<file path="src/rtl/div_seq.sv">
// Multi-cycle 32-bit restoring divider for DIV/DIVU: one quotient bit per clock,
// sign correction on the final edge, divide-by-zero shortcut and flush abort.
module div_seq (
   input  logic        clk,
   input  logic        rst,
   input  logic        signed_div_i,
   input  logic [31:0] opdata1_i,
   input  logic [31:0] opdata2_i,
   input  logic        start_i,
   input  logic        annul_i,
   output logic [63:0] result_o,
   output logic        ready_o,
   output logic        busy_o
);

   typedef enum logic [1:0] {IDLE, BYZERO, RUN, DONE} state_t;

   state_t      state_q, state_d;
   logic [5:0]  cnt_q, cnt_d;
   // Working {R,Q}; the top bit of the 65-bit form is always zero, so it is not stored.
   logic [63:0] w_q, w_d;
   logic [31:0] d_q, d_d;
   logic        neg_quo_q, neg_quo_d;
   logic        neg_rem_q, neg_rem_d;
   logic [63:0] result_q, result_d;
   logic        ready_q, ready_d;

   logic [31:0] abs_a, abs_b, quo, rem;
   logic [32:0] diff;

   always_comb begin
      abs_a = (signed_div_i && opdata1_i[31]) ? -opdata1_i : opdata1_i;
      abs_b = (signed_div_i && opdata2_i[31]) ? -opdata2_i : opdata2_i;
      diff  = w_q[63:31] - {1'b0, d_q};
      quo   = neg_quo_q ? -w_q[31:0]  : w_q[31:0];
      rem   = neg_rem_q ? -w_q[63:32] : w_q[63:32];

      state_d   = state_q;
      cnt_d     = cnt_q;
      w_d       = w_q;
      d_d       = d_q;
      neg_quo_d = neg_quo_q;
      neg_rem_d = neg_rem_q;
      result_d  = result_q;
      ready_d   = ready_q;

      case (state_q)
         IDLE: begin
            result_d = 64'h0;
            ready_d  = 1'b0;
            if (start_i && !annul_i) begin
               if (opdata2_i == 32'h0) begin
                  state_d = BYZERO;
               end else begin
                  d_d       = abs_b;
                  w_d       = {32'h0, abs_a};
                  neg_quo_d = signed_div_i & (opdata1_i[31] ^ opdata2_i[31]);
                  neg_rem_d = signed_div_i & opdata1_i[31];
                  cnt_d     = 6'd0;
                  state_d   = RUN;
               end
            end
         end
         BYZERO: begin
            result_d = 64'h0;
            ready_d  = !annul_i;
            state_d  = annul_i ? IDLE : DONE;
         end
         RUN: begin
            if (annul_i) begin
               result_d = 64'h0;
               ready_d  = 1'b0;
               state_d  = IDLE;
            end else if (cnt_q != 6'd32) begin
               // No borrow means the shifted remainder covers the divisor: subtract and set the quotient bit.
               if (!diff[32]) w_d = {diff[31:0], w_q[30:0], 1'b1};
               else           w_d = {w_q[62:0], 1'b0};
               cnt_d = cnt_q + 6'd1;
            end else begin
               result_d = {rem, quo};
               ready_d  = 1'b1;
               state_d  = DONE;
            end
         end
         DONE: begin
            if (!start_i) begin
               result_d = 64'h0;
               ready_d  = 1'b0;
               state_d  = IDLE;
            end
         end
         default: state_d = IDLE;
      endcase
   end

   always_ff @(posedge clk) begin
      if (!rst) begin
         state_q   <= IDLE;
         cnt_q     <= 6'd0;
         w_q       <= 64'h0;
         d_q       <= 32'h0;
         neg_quo_q <= 1'b0;
         neg_rem_q <= 1'b0;
         result_q  <= 64'h0;
         ready_q   <= 1'b0;
      end else begin
         state_q   <= state_d;
         cnt_q     <= cnt_d;
         w_q       <= w_d;
         d_q       <= d_d;
         neg_quo_q <= neg_quo_d;
         neg_rem_q <= neg_rem_d;
         result_q  <= result_d;
         ready_q   <= ready_d;
      end
   end

   assign result_o = result_q;
   assign ready_o  = ready_q;
   assign busy_o   = (state_q == RUN) || (state_q == BYZERO);

endmodule

</file>
<file path="config.mk">
export PLATFORM = sky130hd
export DESIGN_NAME = div_seq
export DESIGN_NICKNAME = d
export VERILOG_FILES = /design/src/rtl/div_seq.sv
export SDC_FILE = /design/constraint.sdc
export NUM_CORES = 1
export LEC_CHECK = 0
export BUFFER_PORTS_ARGS = -buffer_cell sky130_fd_sc_hd__buf_2
export CAP_MARGIN = 30
export CORE_UTILIZATION = 30
export CTS_BUF_LIST = sky130_fd_sc_hd__clkbuf_4 sky130_fd_sc_hd__clkbuf_8
export DETAILED_ROUTE_END_ITERATION = 8
export GPL_TIMING_DRIVEN = 0
export PLACE_DENSITY = 0.55
export SYNTH_ARGS = -nofsm -noshare
export SYNTH_HDL_FRONTEND = slang
export SYNTH_SLANG_ARGS = --single-unit
</file>
<file path="constraint.sdc">
create_clock -name clk -period 7.1 [get_ports clk]
set_clock_uncertainty 0.15 [all_clocks]
set_input_delay 1.42 -clock clk [delete_from_list [all_inputs] [get_ports clk]]
set_output_delay 1.42 -clock clk [all_outputs]
set_load 0.02 [all_outputs]
</file>
* After elaboration in Yosys (flattened, before gate mapping)
Cells that the tools add are included.
Storage, ports and cells: flip-flop bits (word level) 171, bits of input ports 69, output and inout bits 66
Cells by class: add/subtract/negate cells 6, eq/ne operators 10, multiplexer cells 30, bitwise logic cells 4, reduce and logical (&&, ||, !) cells 13
Operators with widths (number):
- 2-to-1 mux 64 bit | 8
- case mux 64 bit (3 select lines) | 1
- 2-to-1 mux 32 bit | 4
- negator 32 bit | 4
- case mux 64 bit (2 select lines) | 1
- subtractor 33 x 32 -> 33 bit | 1
- zero test 32 bit | 1
- 2-to-1 mux 6 bit | 4
- 2-to-1 mux 2 bit | 6
- case mux 6 bit (2 select lines) | 1
- inequality test 2 bit (second input constant) | 5
- case mux 2 bit (4 select lines) | 1
- adder 6 x 1 -> 6 bit (second input constant) | 1
- inequality test 6 bit (second input constant) | 1
- AND reduction 3 bit | 2
- AND reduction 5 bit | 1
- equality test 2 bit (second input constant) | 2
- case mux 1 bit (4 select lines) | 1
- logical AND 1 bit | 3
- 2-to-1 mux 1 bit | 3
- inequality test 3 bit (second input constant) | 1
- bitwise AND 1 bit | 2
- equality test 2 x 1 -> 1 bit (second input constant) | 1
- zero test 2 bit | 1
- other kinds (7) | 7

* Logic depth before layout (Yosys ltp)
Gate-level depths: netlist (run 1).
depth in word-level cells 5, depth in mapped cells 14, depth with buffers taken out 13

* Least setup slack after synthesis (run 1)
No wires, ideal clock.
path type input port to flip-flop, from input port opdata2_i[6], to register w_q[63], arrival 3.831 ns, required time 6.833 ns, slack 3.002 ns, stages 11, buffers on the path 1, cell sequence or4_1 -> nor4b_1 -> nand4_1 -> nor3_1 -> o21ai_0 -> and2_1 -> nand3_1 -> clkbuf_1 -> nor3b_1 -> mux2i_1 -> nand2_1
On the way: longest elaborated chain between the ends 3
RTL lines:
- start, declared | line 8 | input logic [31:0] opdata2_i,
- zero test 32 bit | line 52 | if (opdata2_i == 32'h0) begin
- inequality test 2 bit (no line)
- AND reduction 5 bit (no line)
- end signal, assigned | line 109 | w_q <= w_d;
- end, declared | line 21 | logic [63:0] w_q, w_d;
No other way between the ends. A chain may end at the register's enable or synchronous reset.

* Worst setup path in the final report (run 1)
from input port opdata2_i[6], to register cnt_q[3]
On the way: longest elaborated chain between the ends 3
RTL lines:
- zero test 32 bit | line 52
- inequality test 2 bit (no line)
- AND reduction 5 bit (no line)
- end signal, assigned | line 108 | cnt_q <= cnt_d;
- end, declared | line 19 | logic [5:0] cnt_q, cnt_d;
No other way between the ends.

==> results of run 1 <==
[worst max path at each step]
stage,start,endpoint,slack [ns]
after floorplan,opdata2_i[6],w_q[63],3.00
after global placement,opdata2_i[6],cnt_q[3],1.66
after detailed placement,opdata2_i[6],cnt_q[2],1.65
after CTS,opdata2_i[6],cnt_q[2],2.16
after global routing,opdata2_i[6],cnt_q[2],1.80
final,opdata2_i[6],cnt_q[3],2.15
[flip-flops by register name, indices dropped and copies added (netlist names)]
register / flops
state_q: 2
cnt_q: 6
ready_o: 1
d_q: 32
result_o: 64
w_q: 64
neg_quo_q: 1
neg_rem_q: 1
[report_power, final]
part | switching [uW] | total, uW | internal [uW]
Sequential | 122 | 1180 | 1060
Clock | 402 | 691 | 290
Combinational | 833 | 1320 | 490
[cells in the mapped netlist (all sizes together), types with 36 or more instances]
master  count  area [sq um]
nand2     229           860
dfxtp     171          3420
o21ai     143           719
a21oi      81           405
xnor2      80           701
clkbuf     70           263
xor2       63           552
nor2       59           221
inv        57           214
nor2b      45           282
ha         43           538
a22oi      36           270
[per-layer routing]
layer  GRT usage, %  share of wire, %  up-vias
li1               -                 -     5175
met1           26.1                52     4548
met2           26.8                42      209
met3           3.64               4.8       29
met4           4.48               1.2        2
met5              0             0.031        -
[final cells by class]
cell class,count,share of cell area [%]
buffer,77,2.51
multi-input combinational,1082,55.2
clock inverter,15,1.23
clock buffer,17,1.88
timing repair buffer,134,5.38
sequential,171,27.5
tap,461,4.63
inverter,57,1.72
[worst register-to-register path: stages (launching register included)]
cell and delay [ns]:
sky130_fd_sc_hd__dfxtp_1 0.42, sky130_fd_sc_hd__inv_1 0.15, sky130_fd_sc_hd__ha_1 0.27, sky130_fd_sc_hd__fa_1 0.39
sky130_fd_sc_hd__nand2b_1 0.20, sky130_fd_sc_hd__a21oi_1 0.26, sky130_fd_sc_hd__o21ai_0 0.19, sky130_fd_sc_hd__o211ai_1 0.34
sky130_fd_sc_hd__a31o_2 0.25, sky130_fd_sc_hd__a2111oi_0 0.12, sky130_fd_sc_hd__xnor2_1 0.53, sky130_fd_sc_hd__clkbuf_1 0.54
sky130_fd_sc_hd__nand2_1 0.31, sky130_fd_sc_hd__o21ai_0 0.23
[cell families after synthesis]
kind of cell / after synthesis / share of synthesized area, %
buffers and inverters: 134 / 4.86
muxes: 24 / 2.22
DFF: 171 / 31.6
xor gates and xnor gates: 143 / 11.6
AOI/OAI and AO/OA: 409 / 24.3
and+or+nand+nor: 462 / 20.3
adders and majority gates: 44 / 5.15
[through the flow]
| stage | hold slack (ns) | instances |
|---|---|---|
| after detailed placement | 0.288 | 1982 |
| after global routing | 0.336 | 2014 |
| after floorplan | 0.283 | 1387 |
| after CTS | 0.310 | 2014 |
| final | 0.306 | 2014 |
| after global placement | 0.281 | 1982 |
==> results_dict.tcl, run 1 <==
set metrics [dict create \
    outcome "finished, final reports clean" \
    seq_area_frac_synth_pct 31.6 \
    finalCriticalPeriod_ns 4.95 \
    insertedDiodeCount 0 \
    leakagePower_uw 0.00521 \
    fp-row-count 69 \
    detailedPlace.worstSlack_ns 1.65 \
    antenna_found_initial 2 \
    global_route_wire_length_before_repair_um 51600 \
    mostFrequentLayoutCells "229 x sky130_fd_sc_hd__nand2_1, 171 x sky130_fd_sc_hd__dfxtp_1, 141 x sky130_fd_sc_hd__o21ai_0" \
    die_h_um 192 \
    cts_root_buf "sky130_fd_sc_hd__clkbuf_8" \
    synth_enable_flop_cells 0 \
    register_cell_area_after_layout_sq_um 3420 \
    worst_setup_path_start_kind "input pin" \
    postLayoutSetupSlackWorst_ns 2.15 \
    drt-total-wl_um 32700 \
    design.core.area_sq_um 35600 \
    hold_path.class "register to register" \
    holdPathStages 2 \
    rr_worst_depth 13 \
    final_common_cell "sky130_fd_sc_hd__nand2_1" \
    areaGrowthSynthToFinish_pct 15.1 \
    critical_path.reg2reg.endpoint "w_q[58]" \
    numCtsBuffers 17 \
    crit_path_cell_trace "buf_2 -> or4_1 -> nor4b_1 -> nand4_1 -> nor3_1 -> o21ai_0 -> nand2_1 -> and2_1 -> clkbuf_1 -> clkbuf_1 -> o21ai_0 -> nand2_1" \
    port_buffers 134 \
    cts-resized-gates 0 \
    setup_repair_after_global_routing_missed_its_margin "false" \
    regToRegStartpoint "w_q[31]" \
    number_of_global_route_vias_before_repair 9353 \
    max-cap-violations 0 \
    number_of_standard_cells_after_synthesis 1387 \
    critical_path_class "input pin to register" \
    dpl_cell_area_sq_um 12100 \
    largest_net_degree_at_the_start_of_global_routing 18 \
    power_density_over_cell_area_nw_per_um2 256 \
    globalRoute.totalOverflow 0 \
    start_util_pct 30.4 \
    final_hpwl_from_detailed_placement_um 26700 \
    post_cts_hold_buffer_count 0 \
    critical_path_peak_fanout 10 \
    grt_usage_pct 18.0 \
    critPathMaxStageDelay_ns 0.59 \
    r2r_setup_slk_ns 2.69 \
    setup_total_negative_slack_ns 0 \
    final_cell_area_sq_um 12500 \
    remaining_drc_errors 0 \
    layout-drive-gt1-share_pct 11.6 \
    die_area_sq_um 36900 \
    drt-pass1-iter-count 5 \
    cp-end-kind "register" \
    boundaryPins 135 \
    drt_first_iter_violations 673 \
    die_w_um 192 \
    power.ir.vdd_worst_mv 0.112 \
    timing.critical_path.required_ns 7.39 \
    layout.nets 1653 \
    h-tree-depth 4 \
    cp.buffers_inverters 3 \
    slew-limit-headroom_pct 39.1 \
    syn_avg_cell_area_sq_um 7.81 \
    clock_tree.buffer_depth 2 \
    slew_violations 0 \
    multiInputGateArea_sq_um 6880 \
    clkTransAtPathRegs_ns 0.11 \
    postRouteAntennaNets 0 \
    cp.depth 12 \
    tritoncts_num_sinks 171 \
    yosys_register_bits 171 \
    critical_path_arrival_ns 5.24 \
    synth_async_sr_flop_share_pct 0 \
    cp_slowest_cell "sky130_fd_sc_hd__or4_1" \
    fillCellCount 3855 \
    synth.net_count 1500 \
    place.gp.congestion 0.906 \
    utilization_pct 35.0 \
    vias 9963 \
    yosys_warnings 0 \
    crit_family "simple AND/OR/NAND/NOR gates" \
    synth.lib_cells_used.distinct 63 \
    ys_dominant_reg_cell "sky130_fd_sc_hd__dfxtp_1" \
    cts_setup_buffers 0 \
    post-layout-total-power_uw 3200 \
    routed_wire_length_per_instance_um 16.3 \
    worstHoldEndpoint "result_o[61]" \
    final_number_of_hold_violating_endpoints 0 \
    post-route-period-util_pct 69.7 \
    tightestPinTransition_ns 0.901 \
    setup_viol_count_final 0 \
    vias_per_cell 4.95 \
    worst_skew_late_latency_ns 0.48 \
    tritoncts "yes" \
    min_from "result_o[61]" \
    timing.fmax_mhz 202 \
    netlist_area_sq_um 10800 \
]
(Power assumes the default switching activity.)
==> run 2, diff against run 1 <==
ABC_AREA = 1   (was default)
PLACE_DENSITY = 0.56   (was 0.55)
clock period = 4.1 ns   (was 7.1 ns; I/O delays follow)
==> run 2 against run 1 <==
Against the previous run: synthesized cell count increased by 57%; clock power increased by 88%; combinational power increased by 14%; sequential share of layout area decreased by 4.0 points; via count increased by 44%; final cell count increased by 43%; flip-flop and latch count unchanged; clock-buffer cell count increased by 4; area after synthesis increased by 19%; power increased by 45%; critical path depth increased by 6.
==> results_dict.tcl, run 2 <==
set metrics [dict create \
    outcome "finished, final reports clean" \
    drt_first_iter_violations 1105 \
    critical_path_arrival_ns 3.25 \
    syn_avg_cell_area_sq_um 5.92 \
    design.core.area_sq_um 42100 \
    synth_top_area_share_pct 26.6 \
    final_hpwl_from_detailed_placement_um 39300 \
    layout-drive-gt1-share_pct 10.1 \
    sequentialPowerShare_pct 39.6 \
    synth_top_area_cell "sky130_fd_sc_hd__dfxtp_1" \
    drt-total-wl_um 47400 \
    cts-resized-gates 0 \
    post_cts_hold_buffer_count 0 \
    largest_net_degree_at_the_start_of_global_routing 17 \
    final_number_of_hold_violating_endpoints 0 \
    globalRoute.totalOverflow 0 \
    number_of_standard_cells_after_synthesis 2172 \
    cp_slowest_cell "sky130_fd_sc_hd__fa_1" \
    yosys_warnings 0 \
    worst_skew_late_latency_ns 0.49 \
    tightestPinTransition_ns 0.784 \
    die_w_um 209 \
    synth.net_count 2285 \
    cts_root_buf "sky130_fd_sc_hd__clkbuf_8" \
    vias 14300 \
    synth.lib_cells_used.distinct 50 \
    setup_viol_count_final 0 \
    numCtsBuffers 17 \
    timing.critical_path.required_ns 4.31 \
    netlist_area_sq_um 12800 \
    routed_wire_length_per_instance_um 16.5 \
    tritoncts "yes" \
    boundaryPins 135 \
    insertedDiodeCount 0 \
    areaGrowthSynthToFinish_pct 13.7 \
    cell_internal_power_dissipation_uw 2810 \
    leakagePower_uw 0.00703 \
    synth_most_common_cell "sky130_fd_sc_hd__nand2_1" \
    critPathMaxStageDelay_ns 0.43 \
    postRouteAntennaNets 0 \
    hold_path.class "register to register" \
    synth_top_cells_by_area "sky130_fd_sc_hd__dfxtp_1 27%, sky130_fd_sc_hd__nand2_1 20%, sky130_fd_sc_hd__inv_1 8.8%" \
    mostFrequentLayoutCells "676 x sky130_fd_sc_hd__nand2_1, 302 x sky130_fd_sc_hd__inv_1, 226 x sky130_fd_sc_hd__nand3_1" \
    critical_path_peak_fanout 10 \
    antenna_found_initial 1 \
    routed-wl-met3_um 2610 \
    clock_tree.buffer_depth 2 \
    crit_top_cell "sky130_fd_sc_hd__nand2_1" \
    cp-end-kind "register" \
    post-route-period-util_pct 74.1 \
    layout.nets 2437 \
    die_h_um 209 \
    p_clk_share_pct 28.0 \
    clkTransAtPathRegs_ns 0.09 \
    setup_repair_after_global_routing_missed_its_margin "false" \
    critical_path_class "register to register" \
    worst_setup_path_start_kind "register" \
    yosys_register_bits 171 \
    power_switching_uw 1820 \
    finalCriticalPeriod_ns 3.04 \
    crit_path_cell_trace "inv_1 -> ha_1 -> fa_1 -> inv_1 -> nand2_1 -> nand2_1 -> nand3_1 -> nand2_2 -> nand2_1 -> nand2_1 -> nand2_2 -> nand2_2 -> nand2_1 -> nand2_1 -> buf_4 -> nand2_1 -> nand3_1 -> a21oi_1" \
    drt-pass1-iter-count 5 \
    cp.buffers_inverters 3 \
    setup_total_negative_slack_ns 0 \
    met1Wirelength_um 23100 \
    h-tree-depth 4 \
    place.gp.congestion 0.933 \
    port_buffers 133 \
    slew-limit-headroom_pct 47.7 \
    detailedPlace.worstSlack_ns 0.884 \
    topRoutingLayerUsed "met4" \
    timing.fmax_mhz 329 \
    power_density_over_cell_area_nw_per_um2 317 \
    synth_enable_flop_cells 0 \
    combinationalPowerShare_pct 32.4 \
    max-cap-violations 0 \
    die_area_sq_um 43700 \
    synth_async_sr_flop_share_pct 0 \
    route.met2.wl_um 20800 \
    global_route_wire_length_before_repair_um 74600 \
    start_util_pct 30.5 \
    seq_area_frac_synth_pct 26.6 \
    fp-row-count 75 \
    crit_family "simple AND/OR/NAND/NOR gates" \
    switching_share_pct 39.4 \
    slew_violations 0 \
    netlist_top_cells_count "676 x sky130_fd_sc_hd__nand2_1, 302 x sky130_fd_sc_hd__inv_1, 226 x sky130_fd_sc_hd__nand3_1" \
    grt_usage_pct 21.8 \
    postLayoutSetupSlackWorst_ns 1.06 \
    cts_setup_buffers 0 \
    number_of_global_route_vias_before_repair 13400 \
    tritoncts_num_sinks 171 \
    remaining_drc_errors 0 \
    power.ir.vdd_worst_mv 0.179 \
    final_common_cell "sky130_fd_sc_hd__nand2_1" \
    ys_dominant_reg_cell "sky130_fd_sc_hd__dfxtp_1" \
    vias_per_cell 4.99 \
]
==> run 2: worst reg2reg max path, cell delays in order, from the launching register on <==
cell and delay (ns):
sky130_fd_sc_hd__dfxtp_1 0.39, sky130_fd_sc_hd__inv_1 0.12, sky130_fd_sc_hd__ha_1 0.33, sky130_fd_sc_hd__fa_1 0.43, sky130_fd_sc_hd__inv_1 0.12, sky130_fd_sc_hd__nand2_1 0.06
sky130_fd_sc_hd__nand2_1 0.07, sky130_fd_sc_hd__nand3_1 0.08, sky130_fd_sc_hd__nand2_2 0.12, sky130_fd_sc_hd__nand2_1 0.08, sky130_fd_sc_hd__nand2_1 0.13, sky130_fd_sc_hd__nand2_2 0.10
sky130_fd_sc_hd__nand2_2 0.08, sky130_fd_sc_hd__nand2_1 0.16, sky130_fd_sc_hd__nand2_1 0.14, sky130_fd_sc_hd__buf_4 0.18, sky130_fd_sc_hd__nand2_1 0.07, sky130_fd_sc_hd__nand3_1 0.07
sky130_fd_sc_hd__a21oi_1 0.06
==> run 2: cells by family (layout without fill, tap and decap cells) <==
family / Yosys count / after routing / share of synthesized area (%)
fa+ha+maj: 44 / 44 / 4.34
compound gates: 339 / 339 / 14.1
simple gates: 1177 / 1177 / 39.2
xor+xnor: 53 / 53 / 3.61
flops: 171 / 171 / 26.6
buf+inv: 388 / 553 / 12.0
==> run 2: path summary, 6_finish.rpt <==
kind,start,end,slack [ns],cells after the start
min,result_o[20],result_o[20],0.32,2
max,w_q[31],w_q[39],1.06,18
min reg2reg,result_o[20],result_o[20],0.32,2
max reg2reg,w_q[31],w_q[39],1.06,18
==> run 2: layout make-up <==
cell class,instances,area (sq um)
multi-input cells,1613,7880
well taps,539,674
clock buffers,21,283
plain buffers,76,377
flip-flops and latches,171,3420
fillers,4736,27500
inverters,312,1170
clock inverters,11,134
repair buffers,133,666
==> run 2: power by group through the flow <==
stage / Sequential, uW / Clock [uW] / Combinational, uW
after global placement: 1860 / 0 / 1470
after detailed placement: 1870 / 0 / 1480
after floorplan: 1840 / 0 / 1030
final: 1830 / 1300 / 1500
after global routing: 1840 / 1380 / 1690
after CTS: 1830 / 1310 / 1490
==> run 2: stage by stage <==
stage / std cells / instance area [sq um] / hold slack [ns] / total power (uW) / utilization, %
after floorplan: 2172 / 12800 / 0.280 / 2880 / -
after global routing: 2876 / 14600 / 0.340 / 4910 / 34.7
after CTS: 2876 / 14600 / 0.319 / 4630 / 34.7
final: 2876 / 14600 / 0.317 / 4630 / 34.7
after detailed placement: 2844 / 14200 / 0.305 / 3350 / 33.7
after global placement: 2844 / 14200 / 0.302 / 3340 / 33.7
==> run 2: metal layers <==
layer / up-vias / GRT usage, %
li1: 7283 / -
met3: 58 / 2.99
met1: 6584 / 31.2
met4: 0 / 5.86
met5: - / 0
met2: 413 / 34.2
==> run 3, diff against run 2 <==
PLACE_DENSITY = 0.54   (was 0.56)
clock period = 2.9 ns   (was 4.1 ns; I/O delays follow)
==> run 3 against run 2 <==
Against the previous run: first-iteration DRC count increased by 14%; final cell count about the same; global-route usage about the same; utilization increased by 0.22 points; largest power group unchanged.
==> results_dict.tcl, run 3 (synthesized netlist as in run 2, its figures left out) <==
set metrics [dict create \
    antenna_found_initial 2 \
    dpl_cell_area_sq_um 14200 \
    timing.critical_path.required_ns 3.12 \
    critical_path_class "register to register" \
    tritoncts "yes" \
    post-route-period-util_pct 93.6 \
    post_cts_hold_buffer_count 0 \
    die_h_um 209 \
    switching_share_pct 39.4 \
    layout-drive-gt1-share_pct 10.7 \
    number_of_global_route_vias_before_repair 13300 \
    tightestPinTransition_ns 0.813 \
    max-cap-violations 0 \
    slew_violations 0 \
    combinationalPowerShare_pct 32.1 \
    vias_per_cell 4.98 \
    cp-end-kind "register" \
    layout.nets 2438 \
    h-tree-depth 4 \
    routed_wire_length_per_instance_um 16.6 \
    drt-total-wl_um 47700 \
    worst_setup_path_start_kind "register" \
    setup_repair_after_global_routing_missed_its_margin "false" \
    worst_skew_late_latency_ns 0.50 \
    boundaryPins 135 \
    grt_usage_pct 21.8 \
    cts_root_buf "sky130_fd_sc_hd__clkbuf_8" \
    global_route_wire_length_before_repair_um 74300 \
    post-layout-total-power_uw 6630 \
    fp-row-count 75 \
    areaGrowthSynthToFinish_pct 14.4 \
    mostFrequentLayoutCells "672 x sky130_fd_sc_hd__nand2_1, 301 x sky130_fd_sc_hd__inv_1, 225 x sky130_fd_sc_hd__nand3_1" \
    final_hpwl_from_detailed_placement_um 39300 \
    clock_tree.buffer_depth 2 \
    p_clk_share_pct 28.8 \
    insertedDiodeCount 0 \
    power.ir.vdd_worst_mv 0.246 \
    vias 14300 \
    tritoncts_num_sinks 171 \
    setup_viol_count_final 0 \
    drt_first_iter_violations 1262 \
    clkTransAtPathRegs_ns 0.10 \
    largest_net_degree_at_the_start_of_global_routing 17 \
    outcome "finished, final reports clean" \
    power_density_over_cell_area_nw_per_um2 451 \
    slew-limit-headroom_pct 45.4 \
    sequentialPowerShare_pct 39.1 \
    finalCriticalPeriod_ns 2.71 \
    place.gp.congestion 0.910 \
    globalRoute.totalOverflow 0 \
    cell_internal_power_dissipation_uw 4010 \
    postRouteAntennaNets 0 \
    remaining_drc_errors 0 \
    leakagePower_uw 0.00707 \
    register_cell_area_after_layout_sq_um 3430 \
    final_cell_area_sq_um 14700 \
    numCtsBuffers 17 \
    critical_path_peak_fanout 10 \
    port_buffers 133 \
    drt-pass1-iter-count 5 \
    multiInputGateArea_sq_um 7920 \
    die_w_um 209 \
    hold_path.class "input pin to register" \
    timing.fmax_mhz 368 \
    fillCellCount 4705 \
    power_switching_uw 2610 \
    die_area_sq_um 43700 \
    final_common_cell "sky130_fd_sc_hd__nand2_1" \
    critical_path_arrival_ns 2.93 \
    start_util_pct 30.5 \
    final_number_of_hold_violating_endpoints 0 \
    design.core.area_sq_um 42100 \
]
[run 3: changes by cell type in the layout (fill, tap and decap cells not counted), moves of 2 or more]
cell / change
sky130_fd_sc_hd__buf_2: -7
sky130_fd_sc_hd__buf_4: +3
sky130_fd_sc_hd__clkbuf_4: +4
sky130_fd_sc_hd__clkbuf_8: -2
sky130_fd_sc_hd__clkinv_4: +2
sky130_fd_sc_hd__clkinvlp_4: -2
sky130_fd_sc_hd__dfxtp_1: -5
sky130_fd_sc_hd__dfxtp_2: +4
sky130_fd_sc_hd__nand2_1: -4
sky130_fd_sc_hd__nand2_2: +4
[run 3: path summary, 6_finish.rpt]
check,startpoint,cells after the start,slack [ns],endpoint
setup reg to reg,w_q[31],18,0.19,w_q[37]
setup / recovery,w_q[31],18,0.19,w_q[37]
hold reg to reg,result_o[37],2,0.32,result_o[37]
hold / removal,opdata2_i[1],3,0.21,d_q[1]
[run 3: cell type report]
| class | count | area share (%) |
|---|---|---|
| Clock buffer | 18 | 1.69 |
| Multi-Input combinational cell | 1613 | 53.9 |
| Clock inverter | 14 | 1.24 |
| Tap cell | 539 | 4.59 |
| Sequential cell | 171 | 23.3 |
| Timing Repair Buffer | 135 | 4.63 |
| Inverter | 312 | 7.97 |
| Buffer | 75 | 2.68 |
[run 3: per-stage QoR]
stage | utilization (%) | worst slack, ns | TNS, ns | cells | hold WS [ns]
floorplan | - | 0.548 | 0 | 2172 | 0.280
global placement | 33.7 | -0.0925 | -1.64 | 2844 | 0.302
detailed placement | 33.7 | -0.114 | -2.25 | 2844 | 0.304
CTS | 34.8 | 0.000503 | 0 | 2876 | 0.181
global route | 34.9 | 0.00110 | 0 | 2877 | 0.178
finish | 34.9 | 0.186 | 0 | 2877 | 0.212
[run 3: power groups by stage]
stage          Clock, uW  Combinational (uW)  Sequential, uW
2_1_floorplan          0                1460            2610
3_3_place_gp           0                2090            2640
3_5_place_dp           0                2100            2640
4_1_cts             1940                2110            2590
5_1_grt             2030                2400            2610
6_report            1910                2130            2590
[run 3: timing repair]
item	in CTS	in global routing
gates resized for setup	5	20
cloned	0	0
buffers inserted	0	2
endpoints found under the setup margin	56	70
[run 3: routing by layer]
layer	share of wire (%)	track usage, %	vias up
met5	0	0	-
met4	2.2	6.47	0
met3	4.6	2.71	54
met2	43	33.6	371
met1	50	31.5	6606
li1	-	-	7294
[run 3: critical path, stage by stage (launching register included)]
cell and delay, ns:
sky130_fd_sc_hd__dfxtp_2 0.36, sky130_fd_sc_hd__inv_2 0.08, sky130_fd_sc_hd__ha_4 0.19, sky130_fd_sc_hd__fa_1 0.39
sky130_fd_sc_hd__inv_1 0.12, sky130_fd_sc_hd__nand2_1 0.06, sky130_fd_sc_hd__nand2_1 0.07, sky130_fd_sc_hd__nand3_1 0.08
sky130_fd_sc_hd__nand2_2 0.12, sky130_fd_sc_hd__nand2_1 0.09, sky130_fd_sc_hd__nand2_2 0.10, sky130_fd_sc_hd__nand2_2 0.09
sky130_fd_sc_hd__nand2_2 0.09, sky130_fd_sc_hd__nand2_2 0.08, sky130_fd_sc_hd__nand2_2 0.13, sky130_fd_sc_hd__buf_6 0.16
sky130_fd_sc_hd__nand2_1 0.07, sky130_fd_sc_hd__nand3_1 0.07, sky130_fd_sc_hd__a21oi_1 0.06
